$ cat src/rtl/sobel_frame_ctrl.sv
// Frame sequencer for the Sobel edge path: collects a serial pixel stream into a
// frame, lets the Sobel datapath settle, and hands the edge map to VGA at vsync.
module sobel_frame_ctrl #(
    parameter int WIDTH  = 9,
    parameter int HEIGHT = 9,
    parameter int SETTLE = 2
) (
    input  logic                      dclk,
    input  logic                      clr,
    input  logic                      pix_valid,
    input  logic                      pix_data,
    input  logic                      pix_sof,
    output logic                      pix_ready,
    output logic [0:WIDTH*HEIGHT-1]   sob_in,
    input  logic [0:WIDTH*HEIGHT-1]   sob_out,
    input  logic                      vsync,
    output logic [0:WIDTH*HEIGHT-1]   bmp_out,
    output logic                      busy,
    output logic                      frame_done,
    output logic [7:0]                frame_count
);

    localparam int N     = WIDTH * HEIGHT;
    localparam int IDX_W = (N > 1) ? $clog2(N) : 1;

    typedef enum logic [2:0] {
        S_IDLE,
        S_LOAD,
        S_SETTLE,
        S_CAPTURE,
        S_WAIT_VSYNC
    } state_t;

    state_t             state;
    state_t             next_state;
    logic [IDX_W-1:0]   idx;
    logic [3:0]         settle_cnt;
    logic [0:N-1]       pending;
    logic               vsync_d;

    logic               can_take;
    logic               accept;
    logic               last_beat;
    logic               settle_done;
    logic               vsync_fall;

    // Ready is gated by clr so no beat is claimed as accepted in a reset cycle.
    assign can_take    = (state == S_IDLE || state == S_LOAD) && !clr;
    assign pix_ready   = can_take;
    assign accept      = pix_valid & can_take;
    assign last_beat   = (idx == IDX_W'(N - 1));
    assign settle_done = (settle_cnt == 4'(SETTLE - 1));
    assign vsync_fall  = vsync_d & ~vsync;
    assign busy        = (state != S_IDLE);

    // NOTE: sequential state uses non-blocking assignments so every register
    // samples the pre-edge values, independent of statement order.
    always_ff @(posedge dclk) begin
        if (clr) state <= S_IDLE;
        else     state <= next_state;
    end

    // NOTE: next_state gets a default before the case so no path leaves it
    // unassigned, which would otherwise infer a latch.
    always_comb begin
        next_state = state;
        unique case (state)
            S_IDLE:       if (accept && pix_sof) next_state = S_LOAD;
            S_LOAD:       if (accept && !pix_sof && last_beat) next_state = S_SETTLE;
            S_SETTLE:     if (settle_done) next_state = S_CAPTURE;
            S_CAPTURE:    next_state = S_WAIT_VSYNC;
            S_WAIT_VSYNC: if (vsync_fall) next_state = S_IDLE;
            default:      next_state = S_IDLE;
        endcase
    end

    always_ff @(posedge dclk) begin
        if (clr) begin
            sob_in      <= '0;
            bmp_out     <= '0;
            pending     <= '0;
            idx         <= '0;
            settle_cnt  <= '0;
            frame_done  <= 1'b0;
            frame_count <= 8'd0;
            vsync_d     <= 1'b1;
        end else begin
            vsync_d    <= vsync;
            frame_done <= 1'b0;
            unique case (state)
                S_IDLE: begin
                    if (accept && pix_sof) begin
                        sob_in[0] <= pix_data;
                        idx       <= IDX_W'(1);
                    end
                end
                S_LOAD: begin
                    if (accept) begin
                        if (pix_sof) begin
                            sob_in[0] <= pix_data;
                            idx       <= IDX_W'(1);
                        end else begin
                            sob_in[idx] <= pix_data;
                            if (last_beat) begin
                                idx        <= '0;
                                settle_cnt <= '0;
                            end else begin
                                idx <= idx + IDX_W'(1);
                            end
                        end
                    end
                end
                S_SETTLE:  settle_cnt <= settle_cnt + 4'd1;
                S_CAPTURE: pending    <= sob_out;
                S_WAIT_VSYNC: begin
                    // Swap only on the vsync falling edge so the displayed frame never tears.
                    if (vsync_fall) begin
                        bmp_out     <= pending;
                        frame_done  <= 1'b1;
                        frame_count <= frame_count + 8'd1;
                    end
                end
                default: ;
            endcase
        end
    end

endmodule

$ cat config.mk
export PLATFORM = sky130hd
export DESIGN_NAME = sobel_frame_ctrl
export DESIGN_NICKNAME = d
export VERILOG_FILES = /design/src/rtl/sobel_frame_ctrl.sv
export SDC_FILE = /design/constraint.sdc
export NUM_CORES = 1
export LEC_CHECK = 0
export ABC_AREA = 1
export CORE_MARGIN = 1.5
export CORE_UTILIZATION = 45
export CTS_BUF_LIST = sky130_fd_sc_hd__clkbuf_4
export DETAILED_ROUTE_END_ITERATION = 10
export PLACE_DENSITY = 0.86
export REMOVE_ABC_BUFFERS = 1
export SKIP_LAST_GASP = 1
export SLEW_MARGIN = 20
export SYNTH_ARGS = -nofsm -noshare
export SYNTH_HDL_FRONTEND = slang
export SYNTH_SLANG_ARGS = --single-unit
export TNS_END_PERCENT = 50
$ cat constraint.sdc
create_clock -name dclk -period 1.9 [get_ports dclk]
set_clock_uncertainty 0.1 [all_clocks]
set_input_delay 0.19 -clock dclk [delete_from_list [all_inputs] [get_ports dclk]]
set_output_delay 0.19 -clock dclk [all_outputs]
set_load 0.05 [all_outputs]
==> results of run 1 <==
==> report_power, final <==
group / total (mW) / switching (mW) / internal (mW)
Combinational: 0.623 / 0.323 / 0.300
Clock: 4.80 / 2.27 / 2.53
Sequential: 5.61 / 0.00859 / 5.61
Total: 11.0 / 2.61 / 8.43
==> routing by layer <==
layer,share of wire,GRT usage,up-vias,routed length (um)
met5,0,0,-,0
met4,0.021,0.0975,0,654
met3,0.11,0.0989,58,3510
met2,0.47,0.405,510,14500
met1,0.39,0.285,4919,12200
li1,-,-,5212,-
==> area by class of cell <==
class | instances | area (um2) | area share
Antenna cell | 1 | 2.50 | 0.000173
Sequential cell | 267 | 5350 | 0.370
Inverter | 33 | 126 | 0.00875
Multi-Input combinational cell | 975 | 4450 | 0.308
Clock inverter | 9 | 73.8 | 0.00511
Clock buffer | 100 | 751 | 0.0520
Tap cell | 285 | 357 | 0.0247
Timing Repair Buffer | 324 | 3350 | 0.232
==> what timing repair did <==
item | 4_1_cts | 5_1_grt
setup endpoints to repair | 161 | 124
hold buffers | 20 | 1
buffers inserted | 0 | 0
endpoints found under the hold margin | 108 | 1
gates resized for setup | 83 | 62
==> state kept, by name, indices dropped and copies added (netlist names) <==
register	flops
bmp_out	81
pending	81
sob_in	81
frame_count	8
idx	7
settle_cnt	4
state	3
frame_done	1
vsync_d	1
==> logic make-up after synthesis <==
logic type / Yosys count / share of synthesized area
XOR/XNOR: 6 / 0.00504
AO/OA/AOI/OAI: 258 / 0.124
flip-flops: 267 / 0.512
adder cells (fa/ha/maj): 5 / 0.00600
AND/OR/NAND/NOR: 706 / 0.289
buffers and inverters: 147 / 0.0634
==> placed cells by master (no fill, tap or decap), types with 2 or more instances in the layout <==
cell type          n
clkinv_2           2
xor2_1             6
a21oi_1           90
clkinvlp_4         3
dlygate4sd2_1     77
nor2_4             2
nand2_1          140
or2_2              2
buf_4             42
nor2_2             3
inv_1             30
dlymetal6s2s_1    62
clkbuf_4         100
dlygate4sd3_1     21
nor3_1             8
nand4_1           81
clkdlybuf4s50_1  101
ha_1               5
clkinv_1           2
nand3_1           91
dfxtp_1          267
o21ai_0          168
nor2_1           374
inv_2              3
clkdlybuf4s15_1    3
buf_12            16
buf_2              2
==> through the flow <==
stage               hold WS, ps   util  cells  cell area [um2]  TNS [ps]
floorplan                   159      -   1275             9900   -550880
global placement            348  0.588   1863            13400         0
detailed placement          353  0.588   1863            13400         0
CTS                       0.519  0.629   1992            14300    -17230
global route               3.16  0.636   1994            14500     -4670
finish                     36.4  0.636   1994            14500     -2760
==> worst min-delay path by stage <==
| stage | end | cells after the start |
|---|---|---|
| 4_1_cts | pending[3] | 3 |
| 3_5_place_dp | sob_in[45] | 2 |
| 2_1_floorplan | idx[1] | 1 |
| 3_3_place_gp | sob_in[70] | 2 |
| 5_1_grt | pending[29] | 3 |
| 6_report | pending[29] | 3 |
==> impl_metrics.py, run 1 <==
metrics = {
    "sta": {
        "hold_viol": 0,
        "min_period_ps": 2090,
        "fmax_mhz": 479,
        "finalWorstSetupSlack_ps": -189,
        "timing_worst_slew_pin_value_ps": 640,
        "fin_crit_sh": 1.10,
        "slew_headroom": 0.573,
        "final-setup-viol-count": 17,
        "rsz0062_at_grt": "yes",
        "maxSlewViolCount": 0,
    },
    "logic_synthesis": {
        "synth.avg_cell_area_um2": 7.51,
        "yosysMostFrequentCell": "nor2_1",
        "yosys_most_used_dff": "dfxtp_1",
        "async_flop_share": 0,
        "synthTopCellsByArea": "dfxtp_1 51%, nor2_1 13%, o21ai_0 8.1%",
        "yosysSeqAreaShare": 0.512,
        "ys_ff_latch": 267,
        "yosysTopAreaCell": "dfxtp_1",
        "synth_edf_count": 0,
        "synthDistinctLibCells": 24,
        "synth_common_cells": "374 x nor2_1, 267 x dfxtp_1, 168 x o21ai_0",
        "syn_inst": 1389,
        "synthesis.area_um2": 10400,
        "synth_top_area_frac": 0.512,
        "yosys_warnings": 0,
    },
    "global_route": {
        "grt_start_max_net_pins": 173,
        "grt.total_usage": 0.246,
        "antenna_found_initial": 1,
        "grt_pass1_vias": 10079,
        "grt_first_pass_wirelength_um": 48600,
        "overflow": 0,
    },
    "floorplanning": {
        "start_util": 0.459,
        "die_x_um": 155,
        "num_io_pins": 260,
        "num_rows": 55,
        "coreArea_um2": 22700,
        "die_area_um2": 24100,
        "die_y_um": 155,
    },
    "worst_setup_path": {
        "critical_path_class": "reg -> out",
        "worstPathRequired_ps": 1610,
        "startpoint": "sob_in[74]",
        "slowest_delay_ps": 810,
        "crit_cells": 1,
        "reg2regPathDepth": 8,
        "crit_end": "sob_in[74]",
        "critPathMaxFanout": 2,
        "rr_endpoint": "sob_in[57]",
        "critPathTopFamily": "buffers and inverters",
        "endpoint_kind": "primary output",
        "cp_slowest_cell": "clkdlybuf4s50_1",
        "startpoint_type": "flip-flop",
        "crit_chain": "clkdlybuf4s50_1",
        "cp.arrival_ps": 1800,
        "r2r_slack_ps": 130,
        "path_buf_inv": 1,
        "r2r-start": "state[2]",
    },
    "drt": {
        "drt_iter0_drc": 717,
        "remaining_drc_errors": 0,
        "vias_per_cell": 5.37,
        "routed_wl_um": 30800,
        "antenna_left": 0,
        "dr.pass1.iters": 5,
        "wire_per_inst_um": 15.5,
        "vias": 10699,
    },
    "power": {
        "p_total_mw": 11.0,
        "power_leakage_nw": 6.93,
        "ir_drop_mv": 0.609,
        "power_density_nw_per_um2": 764,
    },
    "cts": {
        "clk_latency_ps": 650,
        "htree_levels": 3,
        "cts_buffers": 70,
        "root_buffer": "clkbuf_4",
        "clockBufferDepth": 3,
        "cts_tree": "built",
        "clkSinkCount": 267,
        "path_clk_slew_ps": 70,
    },
    "hold_path": {
        "hold_path_class": "in -> reg",
        "hold_start": "sob_out[29]",
    },
    "place": {
        "portBuffers": 259,
        "post-dp-hpwl_um": 18900,
        "post-place-ws_ps": 17.9,
        "gp_congestion": 0.841,
    },
    "layout": {
        "nets": 1763,
        "num-fill-cells": 1836,
        "drive_gt1_frac": 0.106,
        "syn_to_final_growth_pct": 38.5,
    },
    "run_status": {
        "status": "finished with violations",
        "failed_checks": "negative setup slack",
    },
    "run": {
        "drv_cap": 0,
    },
}
Note: power is estimated with default switching activity, not from simulation.
==> run 2: changes to the inputs <==
--- a/config.mk
+++ b/config.mk
@@ -9,6 +9,7 @@
 export CORE_MARGIN = 1.5
 export CORE_UTILIZATION = 45
 export CTS_BUF_LIST = sky130_fd_sc_hd__clkbuf_4
+export CTS_CLUSTER_SIZE = 20
 export DETAILED_ROUTE_END_ITERATION = 10
 export PLACE_DENSITY = 0.86
 export REMOVE_ABC_BUFFERS = 1
==> results of run 2 <==
Same layout as run 1: the final DEF is identical, and so are final timing and power.
